$ cat src/rtl/spsram_rd_ctrl_if.sv
// Request and response handshake bundle for spsram_rd_ctrl.
// The master side issues requests and consumes responses.
interface spsram_rd_ctrl_if #(
    parameter int W         = 32,
    parameter int AW        = 7,
    parameter int MOMENTO_W = 4
);
    logic                 req_vld;
    logic                 req_wen;
    logic [AW-1:0]        req_addr;
    logic [W-1:0]         req_din;
    logic [MOMENTO_W-1:0] req_momento;
    logic                 req_rdy;

    logic                 rsp_vld;
    logic [W-1:0]         rsp_dout;
    logic [MOMENTO_W-1:0] rsp_momento;
    logic                 rsp_rdy;

    modport master (
        output req_vld, req_wen, req_addr, req_din, req_momento,
        input  req_rdy,
        input  rsp_vld, rsp_dout, rsp_momento,
        output rsp_rdy
    );

    modport slave (
        input  req_vld, req_wen, req_addr, req_din, req_momento,
        output req_rdy,
        output rsp_vld, rsp_dout, rsp_momento,
        input  rsp_rdy
    );
endinterface

$ cat src/rtl/spsram_rd_ctrl.sv
// Read/write front end for a pipelined single-port SRAM.
// Credit-gated reads land in an in-order response FIFO.
module spsram_rd_ctrl #(
    parameter int W         = 32,
    parameter int N         = 128,
    parameter int LATENCY_N = 1,
    parameter int MOMENTO_W = 4,
    parameter int DEPTH     = 4,
    localparam int AW       = $clog2(N)
) (
    input  logic                 clk,
    input  logic                 rst,
    spsram_rd_ctrl_if.slave      bus,
    output logic                 mem_en,
    output logic                 mem_wen,
    output logic [AW-1:0]        mem_addr,
    output logic [W-1:0]         mem_din,
    output logic [MOMENTO_W-1:0] mem_momento,
    input  logic [W-1:0]         mem_dout_r,
    input  logic [MOMENTO_W-1:0] mem_momento_r,
    output logic                 idle
);
    localparam int OW = $clog2(DEPTH + 1);
    localparam int PW = (DEPTH > 1) ? $clog2(DEPTH) : 1;
    localparam int EW = W + MOMENTO_W;

    logic [OW-1:0]        occ;
    logic [OW-1:0]        cnt;
    logic [PW-1:0]        wp;
    logic [PW-1:0]        rp;
    logic [LATENCY_N-1:0] vld_pipe;
    logic [EW-1:0]        fifo [DEPTH];

    logic accept;
    logic rd_acc;
    logic push;
    logic pop;
    logic empty;
    logic full;

    // occ covers reads in the SRAM pipe as well as buffered ones,
    // so a free credit always means a free FIFO slot on arrival.
    assign bus.req_rdy = rst & (bus.req_wen | (occ != OW'(DEPTH)));
    assign accept      = bus.req_vld & bus.req_rdy;
    assign rd_acc      = accept & ~bus.req_wen;

    assign mem_en      = accept;
    assign mem_wen     = bus.req_wen;
    assign mem_addr    = bus.req_addr;
    assign mem_din     = bus.req_din;
    assign mem_momento = bus.req_momento;

    assign empty = (cnt == '0);
    assign full  = (cnt == OW'(DEPTH));
    assign push  = vld_pipe[LATENCY_N-1];
    assign pop   = bus.rsp_vld & bus.rsp_rdy;

    assign bus.rsp_vld = ~empty;
    assign {bus.rsp_dout, bus.rsp_momento} = empty ? '0 : fifo[rp];
    assign idle = (occ == '0);

    always_ff @(posedge clk or negedge rst) begin
        if (!rst) begin
            occ      <= '0;
            cnt      <= '0;
            wp       <= '0;
            rp       <= '0;
            vld_pipe <= '0;
        end else begin
            vld_pipe <= LATENCY_N'({vld_pipe, rd_acc});
            case ({rd_acc, pop})
                2'b10:   occ <= occ + 1'b1;
                2'b01:   occ <= occ - 1'b1;
                default: occ <= occ;
            endcase
            case ({push, pop})
                2'b10:   cnt <= cnt + 1'b1;
                2'b01:   cnt <= cnt - 1'b1;
                default: cnt <= cnt;
            endcase
            if (push) begin
                wp <= (wp == PW'(DEPTH - 1)) ? '0 : wp + 1'b1;
            end
            if (pop) begin
                rp <= (rp == PW'(DEPTH - 1)) ? '0 : rp + 1'b1;
            end
        end
    end

    always_ff @(posedge clk) begin
        if (push) begin
            fifo[wp] <= {mem_dout_r, mem_momento_r};
        end
    end

    a_no_overflow: assert property (
        @(posedge clk) disable iff (!rst) !(push && full));
    a_occ_bound: assert property (
        @(posedge clk) disable iff (!rst) occ <= OW'(DEPTH));
    a_no_underflow: assert property (
        @(posedge clk) disable iff (!rst) !(pop && empty));
endmodule

$ cat src/flat_wrapper.sv
// flat-port wrapper written by rule: the top's interface ports become plain ports
module spsram_rd_ctrl_flat 
#(
    parameter int W         = 32,
    parameter int N         = 128,
    parameter int LATENCY_N = 1,
    parameter int MOMENTO_W = 4,
    parameter int DEPTH     = 4,
    localparam int AW       = $clog2(N)
)
  (clk, rst, mem_en, mem_wen, mem_addr, mem_din, mem_momento, mem_dout_r, mem_momento_r, idle, bus_req_vld, bus_req_wen, bus_req_addr, bus_req_din, bus_req_momento, bus_req_rdy, bus_rsp_vld, bus_rsp_dout, bus_rsp_momento, bus_rsp_rdy);
  spsram_rd_ctrl_if #(.W(W), .AW((7)), .MOMENTO_W(MOMENTO_W)) bus_i ();
  input  logic clk;
  input  logic rst;
  output logic mem_en;
  output logic mem_wen;
  output logic [AW-1:0] mem_addr;
  output logic [W-1:0] mem_din;
  output logic [MOMENTO_W-1:0] mem_momento;
  input  logic [W-1:0] mem_dout_r;
  input  logic [MOMENTO_W-1:0] mem_momento_r;
  output logic idle;
  input wire logic [$bits(bus_i.req_vld)-1:0] bus_req_vld;
  input wire logic [$bits(bus_i.req_wen)-1:0] bus_req_wen;
  input wire logic [$bits(bus_i.req_addr)-1:0] bus_req_addr;
  input wire logic [$bits(bus_i.req_din)-1:0] bus_req_din;
  input wire logic [$bits(bus_i.req_momento)-1:0] bus_req_momento;
  output wire logic [$bits(bus_i.req_rdy)-1:0] bus_req_rdy;
  output wire logic [$bits(bus_i.rsp_vld)-1:0] bus_rsp_vld;
  output wire logic [$bits(bus_i.rsp_dout)-1:0] bus_rsp_dout;
  output wire logic [$bits(bus_i.rsp_momento)-1:0] bus_rsp_momento;
  input wire logic [$bits(bus_i.rsp_rdy)-1:0] bus_rsp_rdy;
  assign bus_i.req_vld = bus_req_vld;
  assign bus_i.req_wen = bus_req_wen;
  assign bus_i.req_addr = bus_req_addr;
  assign bus_i.req_din = bus_req_din;
  assign bus_i.req_momento = bus_req_momento;
  assign bus_req_rdy = bus_i.req_rdy;
  assign bus_rsp_vld = bus_i.rsp_vld;
  assign bus_rsp_dout = bus_i.rsp_dout;
  assign bus_rsp_momento = bus_i.rsp_momento;
  assign bus_i.rsp_rdy = bus_rsp_rdy;
  spsram_rd_ctrl #(.W(W), .N(N), .LATENCY_N(LATENCY_N), .MOMENTO_W(MOMENTO_W), .DEPTH(DEPTH)) u_core (.clk(clk), .rst(rst), .bus(bus_i), .mem_en(mem_en), .mem_wen(mem_wen), .mem_addr(mem_addr), .mem_din(mem_din), .mem_momento(mem_momento), .mem_dout_r(mem_dout_r), .mem_momento_r(mem_momento_r), .idle(idle));
endmodule
$ cat config.mk
export PLATFORM = sky130hd
export DESIGN_NAME = spsram_rd_ctrl_flat
export DESIGN_NICKNAME = d
export VERILOG_FILES = /design/src/rtl/spsram_rd_ctrl_if.sv /design/src/rtl/spsram_rd_ctrl.sv /design/src/flat_wrapper.sv
export SDC_FILE = /design/constraint.sdc
export NUM_CORES = 1
export LEC_CHECK = 0
export CORE_MARGIN = 2
export CORE_UTILIZATION = 52
export CTS_CLUSTER_SIZE = 25
export DETAILED_ROUTE_END_ITERATION = 16
export PLACE_DENSITY = 0.91
export SYNTH_ARGS = -nofsm -noshare
export SYNTH_HDL_FRONTEND = slang
export SYNTH_SLANG_ARGS = --single-unit
export TNS_END_PERCENT = 1
$ cat constraint.sdc
create_clock -name clk -period 6.9 [get_ports clk]
set_input_delay 1.38 -clock clk [delete_from_list [all_inputs] [get_ports clk]]
set_output_delay 1.38 -clock clk [all_outputs]
set_load 0.05 [all_outputs]
# --- After elaboration in Yosys (flattened, before gate mapping) ---
# Memory sizes are Yosys's and may differ from the RTL's.
# Cells that the tools add are included.
# Widths: inputs -> output; s select.
op_classes:
  n_reduce_logical: 4
  add_sub_neg: 6
  bitwise: 7
  n_mux: 7
  n_eq_ne: 7
ops:
  columns: ["operator", "n"]
  rows:
  - ["$mux 36", 1]
  - ["$pmux 3 s2", 2]
  - ["$eq 2x2->1 const B", 4]
  - ["$add 3x1->3 const B", 2]
  - ["$logic_not 3->1", 2]
  - ["$sub 3x1->3 const B", 2]
  - ["$add 2x1->2 const B", 2]
  - ["$and 1x1->1", 4]
  - ["$eq 2x1->1 const B", 2]
  - ["$mux 2", 2]
  - ["$reduce_bool 2->1", 2]
  - ["$ne 3x3->1 const B", 1]
  - ["$mux 1", 2]
  - ["$not 1->1", 2]
  - ["$or 1x1->1", 1]
word_totals:
  ram_bits: 144
  inputBits: 84
  output_inout_bits: 84
  regBits: 11
  elab_cells: 37
  mem_count: 1
mem_list:
  columns: ["memory", "words", "word_bits", "read_ports", "rd_ports_with_merged_regs", "write_ports", "line_no", "text"]
  rows:
  - ["u_core.fifo", 4, 36, 1, 0, 1, "spsram_rd_ctrl.sv:32", "logic [EW-1:0] fifo [DEPTH];"]

# --- Logic depth before layout (Yosys ltp) ---
depth:
  depth_word: 7
  mapped_depth: 9
  ltp_nobuf: 9

# --- Worst setup path after synthesis ---
# OpenSTA, ideal clock, no wires.
synth_timing:
  path_type: "in2out"
  start: "input bus_req_wen"
  end: "output bus_req_rdy"
  cell_stages: 2
  required_time_ps: 5520
  arrival_time_ps: 2387
  slack_ps: 3133
  path_cell_list: "or4b_2 -> and2_1"
synth_between:
  elab_chain_cells: 2
synth_rtl:
  columns: ["item", "line_no", "text"]
  rows:
  - ["start, declared", "flat_wrapper.sv:24", "input wire logic [$bits(bus_i.req_wen)-1:0] bus_req_wen;"]
  - ["$or 1x1->1", "spsram_rd_ctrl.sv:43", "assign bus.req_rdy = rst & (bus.req_wen | (occ != OW'(DEPTH)));"]
  - ["$and 1x1->1", "spsram_rd_ctrl.sv:43", null]
  - ["end, declared", "flat_wrapper.sv:28", "output wire logic [$bits(bus_i.req_rdy)-1:0] bus_req_rdy;"]
# Every way passes these cells.

# --- Final worst setup path ---
layout_timing:
  start: "input bus_req_wen"
  end: "output mem_en"
layout_between:
  elab_chain_cells: 3
layout_rtl:
  columns: ["item", "line_no", "text"]
  rows:
  - ["$or 1x1->1", "spsram_rd_ctrl.sv:43", null]
  - ["$and 1x1->1", "spsram_rd_ctrl.sv:43", null]
  - ["$and 1x1->1", "spsram_rd_ctrl.sv:44", "assign accept = bus.req_vld & bus.req_rdy;"]
  - ["end, declared", "flat_wrapper.sv:15", "output logic mem_en;"]
# Every way passes these cells.

==> flow_metrics.env <==
export IMPL_hold_ws_ns=0.477
export IMPL_layout_common_cells="edfxtp_1 (144), clkdlybuf4s50_1 (81), and2_1 (38)"
export IMPL_dp_hpwl_mm=6.77
export IMPL_tns_ns=0
export IMPL_post_cts_buffers=0
export IMPL_reg2reg_depth=9
export IMPL_setup_violations=0
export IMPL_cts_tree="yes"
export IMPL_multi_input_area_um2=1370
export IMPL_worstPathMaxFanout=4
export IMPL_yosys_register_bits=155
export IMPL_max_vdd_ir_drop_mv=0.229
export IMPL_initial_utilization_pct=53.3
export IMPL_p_per_area_nw_per_um2=456
export IMPL_clkLatencyLatePin_ns=0.41
export IMPL_cts_buffer_depth=2
export IMPL_fillers=848
export IMPL_worstSetupStartpoint="bus_req_wen"
export IMPL_critical_path_class="input port to output port"
export IMPL_gp_congestion=0.731
export IMPL_worstHoldEndpoint="u_core.cnt[2]"
export IMPL_finalCriticalPeriod_ns=4.79
export IMPL_finalCritPeriodShare_pct=69.4
export IMPL_wl_mm=11.3
export IMPL_synth_top_area_share_pct=67.5
export IMPL_clock_skew_ns=0.00870
export IMPL_final_common_cell="edfxtp_1"
export IMPL_final_layout_size_suffix_gt1_share_pct=20.0
export IMPL_rows=40
export IMPL_hold_depth=1
export IMPL_grt_usage_pct=18.1
export IMPL_wl_per_cell_um=21.0
export IMPL_fmax_mhz=209
export IMPL_fp_dieH_um=115
export IMPL_grt_overflow=0
export IMPL_antenna_found_initial=0
export IMPL_end_kind="output port"
export IMPL_cts_hold_buf=0
export IMPL_nets=470
export IMPL_reg2reg_slack_ns=4.42
export IMPL_dieWidth_um=115
export IMPL_post_drt_via_cell_ratio=5.42
export IMPL_clock_sinks=155
export IMPL_cts_resized_gates=0
export IMPL_cp_start_kind="input port"
export IMPL_final_max_slew_viol_count=0
export IMPL_grt_max_degree=39
export IMPL_min_path_type="register to register"
export IMPL_die_area_um2=13200
export IMPL_slew_headroom_pct=31.8
export IMPL_syn_nets=424
export IMPL_remaining_drc_errors=0
export IMPL_rsz0062_at_grt="no"
export IMPL_core_area_um2=12000
export IMPL_numCtsBuffers=17
export IMPL_cts_htree_levels=4
export IMPL_vias=2908
export IMPL_drt_iter0_markers=173
export IMPL_critPathRequiredTime_ns=5.52
export IMPL_cp_arrival_ns=3.41
export IMPL_yosysSeqAreaShare_pct=71.8
export IMPL_leakage_uw=0.00255
export IMPL_status="finished, final reports clean"
export IMPL_worst_pin_slew_ns=1.02
export IMPL_worstHoldStart="u_core.cnt[2]"
export IMPL_syn_to_final_growth_pct=18.2
export IMPL_regArea_um2=4600
export IMPL_rr_startpoint="u_core.occ[1]"
export IMPL_syn_instance_count=331
export IMPL_hold_viol=0
export IMPL_cts_clk_slew_worst_paths_ns=0.06
export IMPL_first_global_vias=3204
export IMPL_drtPass1Iterations=4
export IMPL_yosysTopAreaCell="edfxtp_1"
export IMPL_portBuffers=81
export IMPL_antenna_cells=0
export IMPL_cts_root_buf="clkbuf_16"
export IMPL_syn_area_um2=6400
export IMPL_ant_nets=0
export IMPL_post_synth_num_cell_types=23
export IMPL_cap_violations=0
export IMPL_io_pins=168
export IMPL_r2r_end="u_core.occ[2]"
export IMPL_ys_warn_count=0
export IMPL_synth_area_leaders="edfxtp_1 (68%), mux4_2 (13%), buf_4 (5.2%)"
export IMPL_grt_pass1_wl_mm=17.2
export IMPL_post_synth_cell_area_avg_um2=19.4
through the flow:
stage                     instance area [um^2]  cells  total power [uW]  util (%)  setup slack (ns)
final                                     7570    537              3450      63.1              2.11
after CTS                                 7570    537              3490      63.1              2.10
after floorplan                           6400    331              2280         -              3.13
after global routing                      7570    537              3600      63.1              2.02
after detailed placement                  7020    505              2630      58.4              2.11
after global placement                    7020    505              2600      58.4              2.14
report_power, final:
group          internal, uW  switching [uW]  total (uW)
clock                   510             344         855
sequential             1110             105        1210
combinational           573             811        1380
total                  2190            1260        3450
synthesized netlist by cell type:
cell	count
mux4_2	36
clkbuf_1	4
and2_1	42
xor2_1	4
nor3_1	1
buf_6	3
buf_4	44
edfxtp_1	144
or2_2	1
buf_2	5
nor2_1	4
ha_1	7
mux2i_1	2
nand3_1	1
or4b_2	1
xnor2_1	2
nand2_1	1
fa_1	2
mux2_2	2
inv_1	10
dfrtp_1	11
or3_1	2
o21ai_0	2
how the worst max path moves through the flow:
| stage | slack (ns) | endpoint |
|---|---|---|
| 4_1_cts | 2.10 | mem_en |
| 3_5_place_dp | 2.11 | mem_en |
| 5_1_grt | 2.02 | mem_en |
| 2_1_floorplan | 3.13 | bus_req_rdy |
| 3_3_place_gp | 2.14 | mem_en |
| 6_report | 2.11 | mem_en |
flip-flops by register name, summed over array words and instances, names as in the netlist:
signal       cells
u_core.wp        2
u_core.fifo    144
u_core.rp        2
u_core.cnt       3
u_core.push      1
u_core.occ       3
kinds of logic (layout without fill, tap and decap cells):
logic type / count (synthesis) / in the layout / synth area share (%)
AO/OA/AOI/OAI: 2 / 2 / 0.156
adder cells (fa/ha/maj): 9 / 9 / 1.99
flip-flops: 155 / 155 / 71.8
multiplexers: 40 / 40 / 13.3
XOR/XNOR: 6 / 6 / 0.820
AND/OR/NAND/NOR: 53 / 53 / 5.00
buffers and inverters: 66 / 125 / 6.90
worst max-delay path, cell delays in order:
cell	delay, ns
clkdlybuf4s50_1	0.45
or4b_2	0.69
nand3_1	0.14
inv_1	0.06
clkdlybuf4s50_1	0.69
cell type report:
type                            count  area share (%)
Sequential cell                   155            60.8
Multi-Input combinational cell    110            18.1
Timing Repair Buffer               83            10.9
Clock buffer                       23            6.59
Tap cell                          147            2.43
Clock inverter                      9           0.743
Inverter                           10           0.496
layer usage:
layer	global-route usage, %	up-vias	part of all wire (%)
met5	0	-	0
li1	-	1309	-
met3	5.01	29	6.1
met1	21.6	1454	38
met4	8.59	0	2.7
met2	30.9	116	53
Note: power is estimated with default switching activity, not from simulation.
